[config.mk]
export PLATFORM = sky130hd
export DESIGN_NAME = wb_stage
export DESIGN_NICKNAME = d
export VERILOG_FILES = /design/src/rtl/wb_stage.sv
export SDC_FILE = /design/constraint.sdc
export NUM_CORES = 1
export LEC_CHECK = 0
export ABC_AREA = 1
export ABC_CLOCK_PERIOD_IN_PS = 4400
export CAP_MARGIN = 40
export CORE_MARGIN = 5
export CORE_UTILIZATION = 60
export DETAILED_ROUTE_END_ITERATION = 6
export HOLD_SLACK_MARGIN = 0.08
export PLACE_DENSITY = 0.83
export SETUP_SLACK_MARGIN = 0.4
export SYNTH_ARGS = -nofsm -noshare
export SYNTH_HDL_FRONTEND = slang
export SYNTH_SLANG_ARGS = --single-unit
[constraint.sdc]
create_clock -name clk -period 4.4 [get_ports clk]
set_input_delay 0.88 -clock clk [delete_from_list [all_inputs] [get_ports clk]]
set_output_delay 0.88 -clock clk [all_outputs]
set_load 0.03 [all_outputs]
[src/rtl/wb_stage.sv]
// wb_stage: EX/WB latch, 2**AW-entry regfile with two read ports, forwarding, retire counter, sticky halt; define WB_BYPASS_EN for same-cycle write-before-read bypass
module wb_stage #(
  parameter int DW = 8,
  parameter int AW = 3
) (
  input  logic          clk,
  input  logic          rstn,
  input  logic          ex_valid,
  input  logic [3:0]    ex_opcode,
  input  logic [AW-1:0] ex_rd,
  input  logic [DW-1:0] ex_result,
  input  logic [AW-1:0] rs1_addr,
  input  logic [AW-1:0] rs2_addr,
  output logic [DW-1:0] rs1_data,
  output logic [DW-1:0] rs2_data,
  output logic          fwd_valid,
  output logic [AW-1:0] fwd_rd,
  output logic [DW-1:0] fwd_data,
  output logic [7:0]    retired,
  output logic          halted
);
  localparam int NR = 2**AW;
  logic          wb_valid_q, wb_valid_d;
  logic [3:0]    wb_opcode_q, wb_opcode_d;
  logic [AW-1:0] wb_rd_q, wb_rd_d;
  logic [DW-1:0] wb_data_q, wb_data_d;
  logic [7:0]    retired_q, retired_d;
  logic          halted_q, halted_d;
  logic [DW-1:0] regs_q [NR];
  logic [DW-1:0] regs_d [NR];
  logic          wb_we, byp1, byp2;
  // next state: latch follows EX until halted, a commit writes the regfile and bumps the counter
  always_comb begin
    wb_we       = wb_valid_q && wb_opcode_q != 4'h0 && wb_opcode_q != 4'hF && wb_rd_q != '0;
    wb_valid_d  = ex_valid & ~halted_q;
    wb_opcode_d = halted_q ? wb_opcode_q : ex_opcode;
    wb_rd_d     = halted_q ? wb_rd_q : ex_rd;
    wb_data_d   = halted_q ? wb_data_q : ex_result;
    halted_d    = halted_q | (wb_valid_q & (wb_opcode_q == 4'hF));
    retired_d   = retired_q + {7'd0, wb_we};
    regs_d      = regs_q;
    if (wb_we) regs_d[wb_rd_q] = wb_data_q;
  end
  // read ports: r0 is hardwired zero, optional bypass of the write committing this cycle
  always_comb begin
`ifdef WB_BYPASS_EN
    byp1     = wb_we && rs1_addr == wb_rd_q;
    byp2     = wb_we && rs2_addr == wb_rd_q;
`else
    byp1     = 1'b0;
    byp2     = 1'b0;
`endif
    rs1_data = rs1_addr == '0 ? '0 : byp1 ? wb_data_q : regs_q[rs1_addr];
    rs2_data = rs2_addr == '0 ? '0 : byp2 ? wb_data_q : regs_q[rs2_addr];
  end
  // state registers; reset discards any in-flight write and clears the regfile
  always_ff @(posedge clk or negedge rstn) begin
    if (!rstn) begin
      wb_valid_q  <= 1'b0;
      wb_opcode_q <= '0;
      wb_rd_q     <= '0;
      wb_data_q   <= '0;
      retired_q   <= '0;
      halted_q    <= 1'b0;
      for (int i = 0; i < NR; i++) regs_q[i] <= '0;
    end else begin
      wb_valid_q  <= wb_valid_d;
      wb_opcode_q <= wb_opcode_d;
      wb_rd_q     <= wb_rd_d;
      wb_data_q   <= wb_data_d;
      retired_q   <= retired_d;
      halted_q    <= halted_d;
      regs_q      <= regs_d;
    end
  end
  assign fwd_valid = wb_we;
  assign fwd_rd    = wb_rd_q;
  assign fwd_data  = wb_data_q;
  assign retired   = retired_q;
  assign halted    = halted_q;
endmodule

== Word level (Yosys, flattened, before mapping) ==
Cells that the tools add are included.

* Register bits after elaboration: 89
* Input port bits: 24
* Output and inout port bits: 37
* Word-level logic and storage cells: 47

* $add $sub $neg: 1
* $lt $le $gt $ge: 4
* Equal/unequal tests: 2
* Muxes and demuxes: 11
* Bitwise gates (word level): 7
* Reduce and logical (&&, ||, !) cells: 8

{| class="wikitable"
|+ Operators with widths
! operator !! number
|-
| $bwmux 64 || 1
|-
| $mux 8 || 7
|-
| $bmux 8 s3 || 2
|-
| $demux 8 s3 || 1
|-
| $ge 4x4->1 const B || 3
|-
| $not 3->4 || 3
|-
| $add 8x1->8 || 1
|-
| $logic_not 3->1 || 2
|-
| $eq 4x4->1 const B || 1
|-
| $logic_and 1x1->1 || 4
|-
| $lt 4x1->1 const B || 1
|-
| $ne 4x4->1 const B || 1
|-
| $reduce_bool 4->1 || 1
|-
| $reduce_bool 3->1 || 1
|-
| $and 1x1->1 || 2
|-
| $not 1->1 || 1
|-
| $or 1x1->1 || 1
|}

== Logic depth before layout (Yosys ltp) ==
Gate-level depths: netlist of the first run.

* Word-level depth: 6
* Depth in mapped cells: 11
* Gate-level depth less buffers: 10

== Worst setup path after synthesis of the first run ==
Ideal clock, no wire load.

* Path kind: in2out
* From: input port rs2_addr[2]
* To: output port rs2_data[0]
* Arrival: 1.909 ns
* Path slack: 1.611 ns
* Cell stages on the path: 5
* Path buffers: 1
* Path through: clkbuf_1 -> inv_2 -> nand3_1 -> nand2_1 -> nor2_1

* Longest elaborated chain between the ends: 5

{| class="wikitable"
|+ Ends and longest elaborated chain
! item !! RTL line !! source
|-
| start, declared || 13 || <nowiki>input logic [AW-1:0] rs2_addr,</nowiki>
|-
| $not 3->4 (implied by the code) || 54 || <nowiki>rs2_data = rs2_addr == '0 ? '0 : byp2 ? wb_data_q : regs_q[rs2_addr];</nowiki>
|-
| $bmux 8 s3 || 54 ||
|-
| $mux 8 (implied by the code) (2 in a row) || 54 ||
|-
| $mux 8 * || 54 ||
|-
| end, declared || 15 || <nowiki>output logic [DW-1:0] rs2_data,</nowiki>
|}

Every way passes the cells marked *; elsewhere a longest branch is shown, timed or not. The select of a mux whose other input is x is not followed.

== Worst setup path after layout of the first run ==
* From: input port rs2_addr[0]
* To: output port rs2_data[3]

The elaborated chain is that of the path after synthesis.

==> out/metrics.yaml, run 1 <==
logic_synthesis:
  synth_commonest_cells: "nand2_1 (192), dfrtp_1 (89), nor2_1 (89), nand3_1 (81), inv_1 (32)"
  async_reset_ff_share_pct: 100.0
  syn_inst: 658
  synth_edf_count: 0
  yosysMostFrequentCell: "nand2_1"
  synthDistinctLibCells: 26
  synth_top_cell_by_area: "dfrtp_1"
  yosys-top-cells-area: "dfrtp_1 (45%), nand2_1 (14%), nand3_1 (8.1%), nor2_1 (6.7%), o21ai_0 (3.1%)"
  synth_area_mm2: 0.005002
  synth_top_area_share_pct: 44.52
  ys_warn_count: 0
  ys_ff_latch: 89
  syn_avg_cell_area_um2: 7.602
  synth_fp_nets: 684
  synth_seq_area_share_pct: 44.52
  synthFlopType: "dfrtp_1"
routing:
  drtIter0Drc: 341
  routed_wl_mm: 14.12
  ant_nets: 0
  vias: 4597
  first_pass_iters: 6
  drc: 0
  via_per_inst: 5.739
  wire_per_inst_um: 17.63
hold_path:
  hp-class: "register to register"
global_routing:
  grt_pass1_wl_mm: 22.99
  grt_pass1_vias: 4493
  grt_max_degree: 61
  grt_usage_pct: 28.88
  grt_overflow_total: 0
  antenna_found_initial: 0
timing:
  fin_skew_ns: 0.01111
  max_freq_mhz: 283.5
  finalSetupViolCount: 0
  slew_headroom_pct: 48.52
  grt_setup_unrepaired: "no"
  hold_violations: 0
  period_needed_ns: 3.527
  post-route-period-util_pct: 80.17
  worst_slew_pin_slew_ns: 0.7722
  drv_slew: 0
  tns_ns: 0
cts:
  cts-resized-gates: 0
  clk-insertion-delay-late_ns: 0.36
  cts_root_buffer: "clkbuf_8"
  hold_buffers: 0
  clkTransAtPathRegs_ns: 0.08
  h-tree-depth: 3
  cts_tree: "done"
  cts.sinks: 89
  postCtsSetupRepairBufs: 0
  cts_buffers: 9
  clockBufferDepth: 2
setup_path:
  crit_fanout: 26
  crit_required_ns: 3.52
  end_kind: "primary output"
  path_class: "primary input to primary output"
  arrival_ns: 2.65
  critPathLaunchType: "primary input"
run:
  drv_cap: 0
outcome:
  outcome: "completed"
placement:
  placed_cells: 786
  postPlaceCellArea_mm2: 0.005524
  globalplace.congestion: 1.046
  numPortBuffers: 60
  hpwl_mm: 10.09
floorplanning:
  dieHeight_um: 101.3
  die_x_um: 101.3
  fp-row-count: 33
  num_io_pins: 61
  dieArea_mm2: 0.01026
  coreArea_mm2: 0.008175
  start_util_pct: 61.19
power:
  combPwrFrac_pct: 41.0
  cellLeakagePower_nw: 2.844
  ir_drop_mv: 0.5204
  power_density_mw_per_mm2: 658.7
  power_frac_seq_pct: 43.7
  power_switching_share_pct: 46.96
  power.switching_mw: 1.771
  pwr-share-clk_pct: 15.3
  internal_power_mw: 2.000
finish:
  antenna_cells: 0
  utilization_pct: 70.03
  syn2layout_area_growth_pct: 14.46
  drive_gt1_share_pct: 9.914
  num-nets-final: 718
  finalInstanceArea_mm2: 0.005725
  fin_cells: 801
## layout by cell type (no fill, tap or decap), types with 5 or more instances in the layout
master / instances
nor3_4: 7
a21oi_1: 18
o21ai_0: 31
dfrtp_1: 89
nand3_4: 7
buf_4: 26
o21ai_1: 31
clkdlybuf4s50_1: 43
nor2_1: 89
nand2_1: 192
nand3_1: 81
inv_1: 32
inv_2: 5
mux2_1: 12
clkbuf_8: 10
## kinds of logic (layout without fill, tap and decap cells)
group / count (synthesis) / count (layout) / synth area share, %
DFF: 89 / 89 / 44.52
muxes: 12 / 12 / 2.701
AOI/OAI and AO/OA: 82 / 82 / 8.480
adders and majority gates: 2 / 2 / 0.5002
and+or+nand+nor: 381 / 381 / 34.89
xor gates and xnor gates: 6 / 6 / 1.051
buffers and inverters: 86 / 124 / 7.854
## power groups by stage
| stage | Clock [mW] | Sequential [mW] | Combinational [mW] |
|---|---|---|---|
| floorplan | 0 | 1.52 | 1.10 |
| global placement | 0 | 1.63 | 1.50 |
| detailed placement | 0 | 1.65 | 1.55 |
| CTS | 0.583 | 1.63 | 1.56 |
| global route | 0.616 | 1.69 | 1.70 |
| finish | 0.575 | 1.65 | 1.55 |
## state kept, by name, summed over array words and instances, names as in the netlist
register     count
fwd_data         8
fwd_rd           3
wb_opcode_q      4
halted           1
wb_valid_q       1
regs_q          64
retired          8
## stage by stage
stage	hold WS (ns)	total power, mW	setup slack [ns]
floorplan	0.4400	2.621	1.611
global placement	0.3928	3.134	0.9858
detailed placement	0.3937	3.193	0.9252
CTS	0.4130	3.772	0.9094
global route	0.4298	4.008	0.7413
finish	0.4085	3.772	0.8726
## worst max-delay path, stage by stage
cell	delay [ns]
clkdlybuf4s50_1	0.40
buf_4	0.21
inv_2	0.36
nand3_1	0.39
nand2_1	0.18
nor2_1	0.05
buf_4	0.16
## final timing paths
check                                            start                endpoint  slack [ns]  depth (start not counted)
worst max-delay path                       rs2_addr[0]             rs2_data[3]        0.87                          7
worst min-delay path            regs_q[56]$_DFFE_PN0P_  regs_q[56]$_DFFE_PN0P_        0.41                          0
worst max register to register   fwd_rd[0]$_DFFE_PN0N_    retired[6]$_DFF_PN0_        1.92                         10
worst min register to register  regs_q[56]$_DFFE_PN0P_  regs_q[56]$_DFFE_PN0P_        0.41                          0
max in group asynchronous                         rstn  regs_q[50]$_DFFE_PN0P_        2.91                          2
min in group asynchronous                         rstn  regs_q[18]$_DFFE_PN0P_        0.58                          1
## final cells by class
cell class | instances | area, µm²
fillers | 655 | 2450
clock buffers | 10 | 137.6
repair buffers | 69 | 625.6
well taps | 105 | 131.4
inverters | 40 | 157.7
clock inverters | 5 | 63.81
multi-input cells | 483 | 2382
flip-flops and latches | 89 | 2227
## routing by layer
metal  GRT usage, %  up-vias  wire [µm]
met5              0        -          0
met4          12.07        0        512
met3          5.028       35       1072
met2          46.28      220       6734
met1          38.95     2161       5801
li1               -     2181          -
Note: power is estimated with default switching activity, not from simulation.
==> run 2, diff against run 1 <==
- ABC_CLOCK_PERIOD_IN_PS: 4400 -> 3140
- CORE_UTILIZATION: 60 -> 51
- PLACE_DENSITY: 0.83 -> 0.75
- clock period: 4.4 -> 3.14 ns (I/O delays scaled with it)
==> run 2 against run 1 <==
Register-to-register slack got worse by 0.60 ns. Sequential share of layout area fell by 0.95 points. Setup slack got worse by 0.38 ns. Via count rose by 0.28%. Critical path depth did not move. Combinational power rose by 46%. Non-clock buffer count rose by 6. Worst hold slack got worse by 0.11 ns. Critical endpoint is now rs2_data[0].
==> out/metrics.yaml, run 2 (synthesized netlist as in run 1, its figures left out) <==
outcome:
  outcome: "completed"
floorplanning:
  start_util_pct: 51.65
  die_x_um: 109.0
  num_io_pins: 61
  dieHeight_um: 109.0
  dieArea_mm2: 0.01189
  coreArea_mm2: 0.009684
  fp-row-count: 36
finish:
  syn2layout_area_growth_pct: 17.53
  num-nets-final: 724
  utilization_pct: 60.71
  multiInputGateArea_mm2: 0.002382
  seq_area_mm2: 0.002231
  antenna_cells: 0
  fillerInstances: 881
  finalInstanceArea_mm2: 0.005879
  largest_reg_flops: 64
  drive_gt1_share_pct: 11.24
  fin_cells: 836
  final_cell_mix: "nand2_1 (192), nor2_1 (89), dfrtp_1 (86)"
  top_register: "regs_q"
  final_common_cell: "nand2_1"
timing:
  worst_slew_pin_slew_ns: 0.7449
  drv_slew: 0
  grt_setup_unrepaired: "no"
  finalSetupViolCount: 0
  tns_ns: 0
  period_needed_ns: 2.651
  hold_violations: 0
  slew_headroom_pct: 50.34
  fin_skew_ns: 0.01085
  max_freq_mhz: 377.3
  post-route-period-util_pct: 84.41
placement:
  numPortBuffers: 60
  postPlaceCellArea_mm2: 0.005622
  globalplace.congestion: 0.9340
  hpwl_mm: 9.659
  placed_cells: 819
routing:
  vias: 4610
  ant_nets: 0
  first_pass_iters: 6
  routed_wl_mm: 13.93
  wire_per_inst_um: 16.67
  drc: 0
  drtIter0Drc: 400
  via_per_inst: 5.514
setup_path:
  reg2reg_setup_slack_ns: 1.32
  r2r-start: "fwd_rd[2]$_DFFE_PN0N_"
  ff2ff_path_depth: 9
  arrival_ns: 2.02
  critPathLaunchType: "primary input"
  end_kind: "primary output"
  crit_fanout: 23
  path_class: "primary input to primary output"
  crit_required_ns: 2.51
  r2r_end: "retired[6]$_DFF_PN0_"
cts:
  hold_buffers: 0
  clk-insertion-delay-late_ns: 0.37
  postCtsSetupRepairBufs: 0
  cts_root_buffer: "clkbuf_8"
  cts_tree: "done"
  cts.sinks: 89
  clockBufferDepth: 2
  clkTransAtPathRegs_ns: 0.10
  h-tree-depth: 3
  cts_buffers: 9
power:
  ir_drop_mv: 0.7578
  cellLeakagePower_nw: 2.930
  power_density_mw_per_mm2: 892.4
  power.total_mw: 5.247
global_routing:
  antenna_found_initial: 0
  grt_usage_pct: 24.80
  grt_pass1_vias: 4458
  grt_pass1_wl_mm: 22.81
  grt_max_degree: 57
  grt_overflow_total: 0
run:
  drv_cap: 0
hold_path:
  hp-class: "primary input to asynchronous set/reset pin"
-- run 2: final cells by class --
class / count / share of cell area [%]
Inverter: 40 / 2.809
Clock inverter: 7 / 1.213
Timing Repair Buffer: 75 / 12.58
Tap cell: 133 / 2.830
Clock buffer: 9 / 2.107
Multi-Input combinational cell: 483 / 40.52
Sequential cell: 89 / 37.94
-- run 2: critical path: stages --
cell             delay, ns
clkdlybuf4s50_1       0.53
buf_8                 0.20
o21ai_0               0.10
o21ai_1               0.14
nor2_1                0.06
nor2_1                0.16
buf_4                 0.19
-- run 2: stage by stage --
step	hold slack, ns	setup WS, ns
CTS	0.3395	0.4015
global route	0.3641	0.4048
finish	0.3006	0.4894
detailed placement	0.3884	0.3722
global placement	0.3909	0.3886
floorplan	0.3324	0.8555
-- run 2: worst max path at each step --
| stage | startpoint | to |
|---|---|---|
| 4_1_cts | rs2_addr[0] | rs2_data[6] |
| 3_3_place_gp | rs1_addr[1] | rs1_data[4] |
| 2_1_floorplan | rs2_addr[2] | rs2_data[0] |
| 5_1_grt | rs2_addr[1] | rs2_data[4] |
| 3_5_place_dp | rs1_addr[0] | rs1_data[5] |
| 6_report | rs2_addr[1] | rs2_data[0] |
-- run 2: report_power, final --
| part | leakage [nW] | internal, mW | switching [mW] | total [mW] |
|---|---|---|---|---|
| logic | 1.71 | 0.812 | 1.45 | 2.26 |
| registers | 1.12 | 1.63 | 0.582 | 2.21 |
| clock network | 0.0991 | 0.310 | 0.470 | 0.780 |
-- run 2: what timing repair did --
item | CTS | global route
resized for setup | 6 | 9
endpoints found under the setup margin | 6 | 17
pin swaps | 0 | 0
gates cloned | 0 | 1
-- run 2: routing by layer --
metal / wire [µm] / track usage (%)
met5: 0 / 0
met1: 5986 / 36.35
met2: 6303 / 37.54
met3: 1314 / 3.020
met4: 328 / 9.739
